`src/rtl/mips_pkg.sv`:
```
// Shared encodings for the multicycle MIPS control unit: FSM states, ALU
// operation requests, opcode/funct constants and ALUControl codes.
// Imported by alu_decoder and mips_multicycle_control.
package mips_pkg;

  typedef enum logic [3:0] {
    S_FETCH,
    S_DECODE,
    S_MEMADR,
    S_MEMRD,
    S_MEMWB,
    S_MEMWR,
    S_EXECUTE,
    S_ALUWB,
    S_BRANCH,
    S_ADDIEX,
    S_ADDIWB,
    S_JUMP
  } state_t;

  // What the FSM asks of the ALU decoder in a given state.
  typedef enum logic [1:0] {
    ALUOP_ADD,
    ALUOP_CMP,
    ALUOP_FUNCT
  } aluop_t;

  localparam logic [5:0] OP_LW    = 6'b100011;
  localparam logic [5:0] OP_SW    = 6'b101011;
  localparam logic [5:0] OP_RTYPE = 6'b000000;
  localparam logic [5:0] OP_BEQ   = 6'b000100;
  localparam logic [5:0] OP_ADDI  = 6'b001000;
  localparam logic [5:0] OP_J     = 6'b000010;

  localparam logic [5:0] F_ADD = 6'b100000;
  localparam logic [5:0] F_SUB = 6'b100010;
  localparam logic [5:0] F_AND = 6'b100100;
  localparam logic [5:0] F_OR  = 6'b100101;

  localparam logic [2:0] ALU_AND = 3'b000;
  localparam logic [2:0] ALU_OR  = 3'b001;
  localparam logic [2:0] ALU_ADD = 3'b010;
  localparam logic [2:0] ALU_SUB = 3'b110;
  localparam logic [2:0] ALU_CMP = 3'b111;

endpackage

```
`src/rtl/alu_decoder.sv`:
```
// Combinational ALU decoder: turns the FSM's ALU request plus the instruction
// funct field into the 3-bit ALUControl code.
// Ports: alu_op (request), funct (instr[5:0]) -> alu_control, funct_valid.
module alu_decoder
  import mips_pkg::*;
(
  input  aluop_t     alu_op,
  input  logic [5:0] funct,
  output logic [2:0] alu_control,
  output logic       funct_valid
);

  always_comb begin
    alu_control = ALU_ADD;
    funct_valid = 1'b1;
    case (alu_op)
      ALUOP_CMP: alu_control = ALU_CMP;
      ALUOP_FUNCT: begin
        case (funct)
          F_ADD:   alu_control = ALU_ADD;
          F_SUB:   alu_control = ALU_SUB;
          F_AND:   alu_control = ALU_AND;
          F_OR:    alu_control = ALU_OR;
          default: funct_valid = 1'b0; // control stays at ADD, caller flags it
        endcase
      end
      default: alu_control = ALU_ADD;
    endcase
  end

endmodule

```
`src/rtl/mips_multicycle_control.sv`:
```
// Multicycle MIPS control FSM (Moore): sequences fetch/decode/execute/memory/
// writeback and drives datapath selects, write enables and ALUControl.
// Ports: clk, rst_n (sync, active-low), Opcode/Funct/Zero in; mux selects,
// enables, PCEn, ALUControl and the registered IllegalOp pulse out.
module mips_multicycle_control
  import mips_pkg::*;
(
  input  logic       clk,
  input  logic       rst_n,
  input  logic [5:0] Opcode,
  input  logic [5:0] Funct,
  input  logic       Zero,
  output logic       IorD,
  output logic       MemWrite,
  output logic       IRWrite,
  output logic       RegDst,
  output logic       MemtoReg,
  output logic       RegWrite,
  output logic       ALUSrcA,
  output logic [1:0] ALUSrcB,
  output logic [1:0] PCSrc,
  output logic       PCEn,
  output logic [2:0] ALUControl,
  output logic       IllegalOp
);

  state_t state_q, state_d;
  logic   illegal_op_q, illegal_op_d;

  aluop_t     alu_op;
  logic [2:0] alu_control;
  logic       funct_valid;

  // Raw per-state controls, before reset gating.
  logic       iord_c, mem_write_c, ir_write_c, reg_dst_c, mem_to_reg_c;
  logic       reg_write_c, alu_src_a_c, pc_write_c, branch_c;
  logic [1:0] alu_src_b_c, pc_src_c;

  alu_decoder u_alu_dec (
    .alu_op      (alu_op),
    .funct       (Funct),
    .alu_control (alu_control),
    .funct_valid (funct_valid)
  );

  always_ff @(posedge clk) begin
    if (!rst_n) begin
      state_q      <= S_FETCH;
      illegal_op_q <= 1'b0;
    end else begin
      state_q      <= state_d;
      illegal_op_q <= illegal_op_d;
    end
  end

  always_comb begin
    state_d      = state_q;
    illegal_op_d = 1'b0;
    alu_op       = ALUOP_ADD;
    iord_c       = 1'b0;
    mem_write_c  = 1'b0;
    ir_write_c   = 1'b0;
    reg_dst_c    = 1'b0;
    mem_to_reg_c = 1'b0;
    reg_write_c  = 1'b0;
    alu_src_a_c  = 1'b0;
    alu_src_b_c  = 2'b00;
    pc_src_c     = 2'b00;
    pc_write_c   = 1'b0;
    branch_c     = 1'b0;

    case (state_q)
      S_FETCH: begin
        ir_write_c  = 1'b1;
        alu_src_b_c = 2'b01;
        pc_write_c  = 1'b1;
        state_d     = S_DECODE;
      end
      S_DECODE: begin
        // Speculatively compute the branch target into ALUOut.
        alu_src_b_c = 2'b11;
        case (Opcode)
          OP_LW, OP_SW: state_d = S_MEMADR;
          OP_RTYPE:     state_d = S_EXECUTE;
          OP_BEQ:       state_d = S_BRANCH;
          OP_ADDI:      state_d = S_ADDIEX;
          OP_J:         state_d = S_JUMP;
          default: begin
            state_d      = S_FETCH;
            illegal_op_d = 1'b1;
          end
        endcase
      end
      S_MEMADR: begin
        alu_src_a_c = 1'b1;
        alu_src_b_c = 2'b10;
        state_d     = (Opcode == OP_LW) ? S_MEMRD : S_MEMWR;
      end
      S_MEMRD: begin
        iord_c  = 1'b1;
        state_d = S_MEMWB;
      end
      S_MEMWB: begin
        mem_to_reg_c = 1'b1;
        reg_write_c  = 1'b1;
        state_d      = S_FETCH;
      end
      S_MEMWR: begin
        iord_c      = 1'b1;
        mem_write_c = 1'b1;
        state_d     = S_FETCH;
      end
      S_EXECUTE: begin
        alu_src_a_c = 1'b1;
        alu_op      = ALUOP_FUNCT;
        if (funct_valid) begin
          state_d = S_ALUWB;
        end else begin
          // Unsupported funct: skip writeback entirely.
          state_d      = S_FETCH;
          illegal_op_d = 1'b1;
        end
      end
      S_ALUWB: begin
        reg_dst_c   = 1'b1;
        reg_write_c = 1'b1;
        state_d     = S_FETCH;
      end
      S_BRANCH: begin
        alu_src_a_c = 1'b1;
        alu_op      = ALUOP_CMP;
        pc_src_c    = 2'b01;
        branch_c    = 1'b1;
        state_d     = S_FETCH;
      end
      S_ADDIEX: begin
        alu_src_a_c = 1'b1;
        alu_src_b_c = 2'b10;
        state_d     = S_ADDIWB;
      end
      S_ADDIWB: begin
        reg_write_c = 1'b1;
        state_d     = S_FETCH;
      end
      S_JUMP: begin
        pc_src_c   = 2'b10;
        pc_write_c = 1'b1;
        state_d    = S_FETCH;
      end
      default: state_d = S_FETCH;
    endcase
  end

  // Reset forces every output to its idle value in the same cycle, so an
  // instruction abandoned by reset can never issue a partial write.
  assign IorD       = rst_n & iord_c;
  assign MemWrite   = rst_n & mem_write_c;
  assign IRWrite    = rst_n & ir_write_c;
  assign RegDst     = rst_n & reg_dst_c;
  assign MemtoReg   = rst_n & mem_to_reg_c;
  assign RegWrite   = rst_n & reg_write_c;
  assign ALUSrcA    = rst_n & alu_src_a_c;
  assign ALUSrcB    = rst_n ? alu_src_b_c : 2'b00;
  assign PCSrc      = rst_n ? pc_src_c : 2'b00;
  // Zero is same-cycle combinational from the ALU in BRANCH.
  assign PCEn       = rst_n & (pc_write_c | (branch_c & Zero));
  assign ALUControl = rst_n ? alu_control : ALU_ADD;
  assign IllegalOp  = rst_n & illegal_op_q;

endmodule

```
`config.mk`:
```
export PLATFORM = sky130hd
export DESIGN_NAME = mips_multicycle_control
export DESIGN_NICKNAME = d
export VERILOG_FILES = /design/src/rtl/mips_pkg.sv /design/src/rtl/alu_decoder.sv /design/src/rtl/mips_multicycle_control.sv
export SDC_FILE = /design/constraint.sdc
export NUM_CORES = 1
export LEC_CHECK = 0
export ABC_AREA = 0
export CORE_MARGIN = 4
export CORE_UTILIZATION = 42
export DETAILED_ROUTE_END_ITERATION = 7
export PLACE_DENSITY = 0.83
export SETUP_SLACK_MARGIN = 0.3
export SYNTH_ARGS = -nofsm -noshare
export SYNTH_HDL_FRONTEND = slang
export SYNTH_SLANG_ARGS = --single-unit
```
`constraint.sdc`:
```
create_clock -name clk -period 4.85 [get_ports clk]
set_input_delay 0.485 -clock clk [delete_from_list [all_inputs] [get_ports clk]]
set_output_delay 0.485 -clock clk [all_outputs]
set_load 0.01 [all_outputs]
```
==> impl_results.md, run 1 <==
* Share of cells above drive strength 1 at around 3.3%
* # IOs at 31
* Most Frequent Cell on Critical Path: nand2b_1
* Vias per cell at 5.647
* Dpl hpwl at between 1000 and 1500 µm
* Rows at 13
* CP Launch Type: register
* Crit Path Max Fanout at 16
* Layout area overhead at 49.01%
* Reg clk slew, reported paths at 0.04 ns
* Crit path DAT at approximately 2.5 ns
* Top cell type's share of synthesized area at 15.81%
* Port bufs at 30
* Clock tree buffer depth at 2
* Setup bufs post-CTS at 0
* H-Tree Depth at 1
* Setup crit start: state_q[1]$_SDFF_PN0_
* Post-CTS Resized at 0
* Layout Nets at 139
* Max stage delay cell, worst path: dfxtp_1
* Post-synthesis sequential area ratio at about 16%
* Slew at the pin closest to its max-slew limit at ~0.5 ns
* Setup Skew at 0.005583 ns
* Vias in the first global route at a little over 700
* Mapped cell area at 633.1 µm²
* GP Congestion at 0.8467
* CTS tree: yes
* Buf/Inv on CP at 2
* Hold crit path type: reg2reg
* #FFs+latches synth at 5
* Global route overflow at 0
* Post-synth net total at 111
* Syn_area_per_cell at between 6 and 7 µm²
* Max transition margin at between 60% and 70%
* R2R Path Start: state_q[3]$_SDFF_PN0_
* Total Power at 0.1307 mW
* Lkg Pwr at approximately 0.3 nW
* Routed Antenna Nets at 0
* Root buf cell: clkbuf_4
* Clock tree sinks at 5
* Leading area contributor after synthesis: dfxtp_1
* CP delay by family, top: flip-flops
* Post-DR wirelength/cell at 12.27 µm
* RSZ-0062 raised after global routing: false
* Top post-synthesis cells by area: dfxtp_1, nand2b_1, nor2_1
* CP Cell Sequence: nand2b_1 -> nor2_1 -> inv_1 -> ha_1 -> nand2b_1 -> a211o_1 -> clkdlybuf4s50_1
* Die Area at 2193 µm²
* Worst Setup End Kind: output port
* Core area at 1366 µm²
* Initial Util at around 46%
* Final setup fails at 0
* Final wirelength at 1669 µm
* VDD IR-drop max at about 0.074 mV
* Critical Path Max Stage Delay at approximately 0.63 ns
* Cells after synthesis at 94
* P per Cell Area at approximately 140 nW/µm²
* Hold_buf cts at 0
* Worst reg2reg setup slack at approximately 3.1 ns
* Area after DPL at roughly 920 µm²
* Hold_sp: state_q[3]$_SDFF_PN0_
* Die width at ~47 µm
* DRC at 0
* Final core occ at 69.05%
* Via count at 768
* Period utilization at roughly three fifths
* Setup WS pre-CTS at 2.108 ns
* Critical path class: reg2out
* Drt pass-1 iters at 4
* Final min period at 2.996 ns
* CTS Buf Count at 3
* Final setup margin at about 1.9 ns
* Starting DRT DRC Count at 7
* First-pass GRT wire length at between 2000 and 3000 µm
* Final Hold Vio Count at 0
* Yosys warns at 0
* Status: finished, final reports clean
* ANT cells at 0
* Max Clk Rate at around 330 MHz
* Critical Path RT at ~4.4 ns
* Clk_lat worst skew at 0.23 ns
* Setup TNS at 0 ns
* GRT Overall Usage at roughly 17%
* Design Area, Final at around 940 µm²
* Largest net degree at the start of global routing at 17
* Post-synth cell types at 36
* Initial antenna violation count at 0
* Final Max Slew Viols at 0
* Max_cap viols at 0
* Die span in y at around 47 µm
[per-layer routing]
metal  GRT usage [%]  vias up  part of all wire [%]
li1                -      398                     -
met1           18.26      347                    42
met2           35.23       23                    51
met3           1.149        0                   6.6
met4           1.657        0                     0
met5               0        -                     0
[logic make-up (layout without fill, tap and decap cells)]
logic type | Yosys count | in the layout | synth area share [%]
flops | 5 | 5 | 15.81
xor+xnor | 3 | 3 | 4.151
buf+inv | 10 | 37 | 7.312
simple gates | 48 | 48 | 40.52
fa+ha+maj | 2 | 2 | 3.952
compound gates | 25 | 25 | 26.68
mux | 1 | 1 | 1.581
[power breakdown]
group / leakage [nW] / internal [mW] / switching, mW
Combinational: 0.239 / 0.0222 / 0.0170
Clock: 0.0150 / 0.0309 / 0.0145
Sequential: 0.0408 / 0.0428 / 0.00314
Total: 0.295 / 0.0960 / 0.0347
[cells in the final DEF (no fill, tap or decap), types with 2 or more instances in the layout]
cell | Yosys | final
a41oi_1 | 2 | 2
o21ai_0 | 5 | 5
and3_1 | 2 | 2
a211o_1 | 3 | 3
clkdlybuf4s50_1 | 0 | 30
nor2b_1 | 4 | 4
xnor2_1 | 2 | 2
inv_1 | 3 | 3
nor2_1 | 10 | 10
nand2b_1 | 6 | 6
clkbuf_4 | 0 | 3
and2_1 | 3 | 3
nor3_1 | 6 | 6
nand3_1 | 5 | 5
a21oi_1 | 5 | 5
ha_1 | 2 | 2
dfxtp_1 | 5 | 5
nand2_1 | 6 | 6
a211oi_1 | 2 | 2
[area by class of cell]
class	count	area, µm²
Multi-Input combinational cell	79	486.7
Fill cell	122	422.9
Timing Repair Buffer	30	300.3
Sequential cell	5	100.1
Clock buffer	4	26.28
Tap cell	15	18.77
Inverter	3	11.26
[final timing paths]
path	endpoint	depth (start not counted)
max reg2reg	state_q[1]$_SDFF_PN0_	6
min reg2reg	state_q[3]$_SDFF_PN0_	2
min	state_q[3]$_SDFF_PN0_	2
max	ALUControl[1]	7
[worst register-to-register path, delay by kind of cell (launching register included)]
kind	cells	cell delay (ns)
AOI/OAI and AO/OA	2	0.46
adders and majority gates	1	0.25
buffers and inverters	1	0.08
DFF	1	0.50
and+or+nand+nor	2	0.36
[synthesized netlist by cell type]
library cell and count:
or4_4 1, a21boi_1 1, o211ai_1 1, a21oi_1 5
nor3b_1 1, o21ai_0 5, nand2b_1 6, nand3_1 5
and3_1 2, nor3_1 6, o221ai_1 1, nor4_1 1
or3_1 1, xnor2_1 2, inv_1 3, mux2i_1 1
o41a_1 1, nand4b_1 1, clkbuf_1 5, and2_1 3
ha_1 2, o31ai_1 1, o22ai_1 1, or4_1 1
nand2_1 6, xor2_1 1, a41oi_1 2, o21ai_1 1
a211o_1 3, dfxtp_1 5, buf_2 1, a211oi_1 2
nor2b_1 4, buf_6 1, a31oi_1 1, nor2_1 10
[metrics by stage]
| step | hold slack [ns] | std cells |
|---|---|---|
| 5_1_grt | 0.7068 | 136 |
| 2_1_floorplan | 0.5425 | 94 |
| 4_1_cts | 0.6585 | 136 |
| 3_5_place_dp | 0.6502 | 132 |
| 3_3_place_gp | 0.6484 | 132 |
| 6_report | 0.6623 | 136 |
[flip-flops by register name, summed over array words and instances, names as in the netlist]
name          flops
illegal_op_q      1
state_q           4
(Power assumes the default switching activity.)
==> inputs of run 2 (changes only) <==
- CORE_UTILIZATION: 42 -> 39
- PLACE_DENSITY: 0.83 -> 0.78
- clock period: 4.85 -> 3.14 ns (I/O delays scaled with it)
==> run 2 against run 1 <==
  * Clock skew up 0.0011 ns
  * Design area rose by 0.66%
  * Clock power grew 60%
  * Combinational power up 55%
  * Via count grew 1.0%
  * Critical endpoint unchanged
  * Highest routed layer unchanged
==> impl_results.md, run 2 (synthesis gave the netlist of run 1 again) <==
* Status: finished, final reports clean
* Buf/Inv on CP at 2
* Layout Nets at approximately 140
* Switching Share at between 20 and 30%
* Final setup fails at 0
* H-Tree Depth at 1
* Clk_lat worst skew at 0.24 ns
* Worst Setup End Kind: output port
* Drt pass-1 iters at 4
* VDD IR-drop max at roughly 0.14 mV
* Largest net degree at the start of global routing at 17
* Post-DR wirelength/cell at roughly 13 µm
* Share of cells above drive strength 1 at ~5.8%
* Routed Antenna Nets at 0
* CP delay by family, top: simple AND/OR/NAND/NOR gates
* Final setup margin at 0.4663 ns
* Hold crit path type: reg2reg
* Dpl hpwl at between 1000 and 1500 µm
* Root buf cell: clkbuf_4
* Starting DRT DRC Count at 11
* Slew at the pin closest to its max-slew limit at around 0.47 ns
* Fill cell count at 150
* Setup WS pre-CTS at approximately 0.55 ns
* Setup Skew at around 0.0067 ns
* Critical path class: reg2out
* Biggest registers after layout: state_q x4, illegal_op_q x1
* Max_cap viols at 0
* Reg clk slew, reported paths at about 0.050 ns
* Core area at 1524 µm²
* GP Congestion at between 0.8 and 0.9
* Crit path DAT at around 2.4 ns
* Switching Power at approximately 0.056 mW
* Vias per cell at about 5.7
* First-pass GRT wire length at roughly 2800 µm
* Final min period at roughly 2.7 ns
* Max transition margin at between 60% and 70%
* Total Power at roughly 0.20 mW
* Placed cells at approximately 130
* Largest register FFs at 4
* ANT cells at 0
* Die Area at between 2000 and 2500 µm²
* Clock tree buffer depth at 2
* Rows at 14
* CP Cell Sequence: nand2b_1 -> nor2_2 -> inv_1 -> ha_1 -> nand2b_1 -> a211o_1 -> clkdlybuf4s50_1
* Initial Util at between 40 and 50%
* RSZ-0062 raised after global routing: false
* Die width at around 48 µm
* Clock tree sinks at 5
* Max Clk Rate at about 370 MHz
* Crit Path Max Fanout at 13
* Final wirelength at approximately 1700 µm
* P per Cell Area at 215.8 nW/µm²
* CTS Buf Count at 3
* DRC at 0
* Clock network fraction of total power at a little over a third
* Comb power frac at 29.7%
* GRT Overall Usage at about 16%
* Max stage delay cell, worst path: clkdlybuf4s50_1
* Final Hold Vio Count at 0
* Most Frequent Cell on Critical Path: nand2b_1
* Die span in y at 48.29 µm
* Most frequent cells in the layout: clkdlybuf4s50_1, nor2_1, nand2b_1, nor3_1, nand2_1
* Global route overflow at 0
* CP Launch Type: register
* Port bufs at 30
* Vias in the first global route at 676
* Layout area overhead at 50.00%
* Int Pwr at 0.1485 mW
* Final Max Slew Viols at 0
* Period utilization at approximately 85%
* Hold WS at a little over 0.6 ns
* Initial antenna violation count at 0
* Critical Path Max Stage Delay at 0.48 ns
* # IOs at 31
* Most common cell after layout, fill and taps aside: clkdlybuf4s50_1
* Lkg Pwr at 0.2955 nW
* CTS tree: yes
* Critical Path RT at between 2 and 3 ns
* Setup bufs post-CTS at 0
* Reg with most FFs: state_q
* Cell Count, Final, Fillers Out at between 100 and 150
* Via count at between 700 and 800
* Setup TNS at 0 ns
* Seq pwr share at between 30% and 40%
* Worst reg2reg setup slack at about 1.4 ns
[run 2: final cells by class]
type	count	area [µm²]	share of cell area, %
multi-input cells	79	489.2	51.52
repair buffers	30	300.3	31.62
flip-flops and latches	5	102.6	10.80
clock buffers	4	26.28	2.767
well taps	16	20.02	2.108
inverters	3	11.26	1.186
[run 2: power by group through the flow]
stage / Sequential [mW] / Clock (mW) / Combinational (mW)
after floorplan: 0.0681 / 0 / 0.0307
after global placement: 0.0721 / 0 / 0.0600
after detailed placement: 0.0722 / 0 / 0.0608
after CTS: 0.0711 / 0.0736 / 0.0610
after global routing: 0.0716 / 0.0812 / 0.0668
final: 0.0713 / 0.0727 / 0.0609
[run 2: stage by stage]
stage / instance area [µm²] / utilization [%]
finish: 949.7 / 62.32
global route: 949.7 / 62.32
CTS: 945.9 / 62.07
detailed placement: 918.4 / 60.26
global placement: 918.4 / 60.26
floorplan: 633.1 / -
[run 2: path summary, 6_finish.rpt]
path | from | end | cells after the start
worst max-delay path | state_q[0]$_SDFF_PN0_ | ALUControl[1] | 7
worst min-delay path | state_q[3]$_SDFF_PN0_ | state_q[3]$_SDFF_PN0_ | 2
worst max register to register | state_q[2]$_SDFF_PN0_ | state_q[1]$_SDFF_PN0_ | 6
worst min register to register | state_q[3]$_SDFF_PN0_ | state_q[3]$_SDFF_PN0_ | 2
[run 2: worst register-to-register path: stages (launching register included)]
cell      delay [ns]
dfxtp_1         0.39
nand2b_1        0.23
nor3_1          0.22
inv_1           0.08
ha_1            0.25
a211o_1         0.32
a31oi_1         0.17
[run 2: what timing repair did]
action | in CTS | in global routing
resized for setup | 1 | 2
hold buffers | 0 | 0
pin swaps | 0 | 0
setup endpoints to repair | 1 | 1
[run 2: routing by layer]
| layer | global-route usage (%) | up-vias | share of wire [%] |
|---|---|---|---|
| met5 | 0 | - | 0 |
| met4 | 1.613 | 0 | 0 |
| met3 | 2.583 | 0 | 7.8 |
| met2 | 30.99 | 29 | 51 |
| met1 | 18.86 | 351 | 42 |
| li1 | - | 396 | - |
==> inputs of run 3 (changes only) <==
- TNS_END_PERCENT: default -> 100
==> results of run 3 <==
No change in the layout: final DEF, timing and power equal those of run 2.
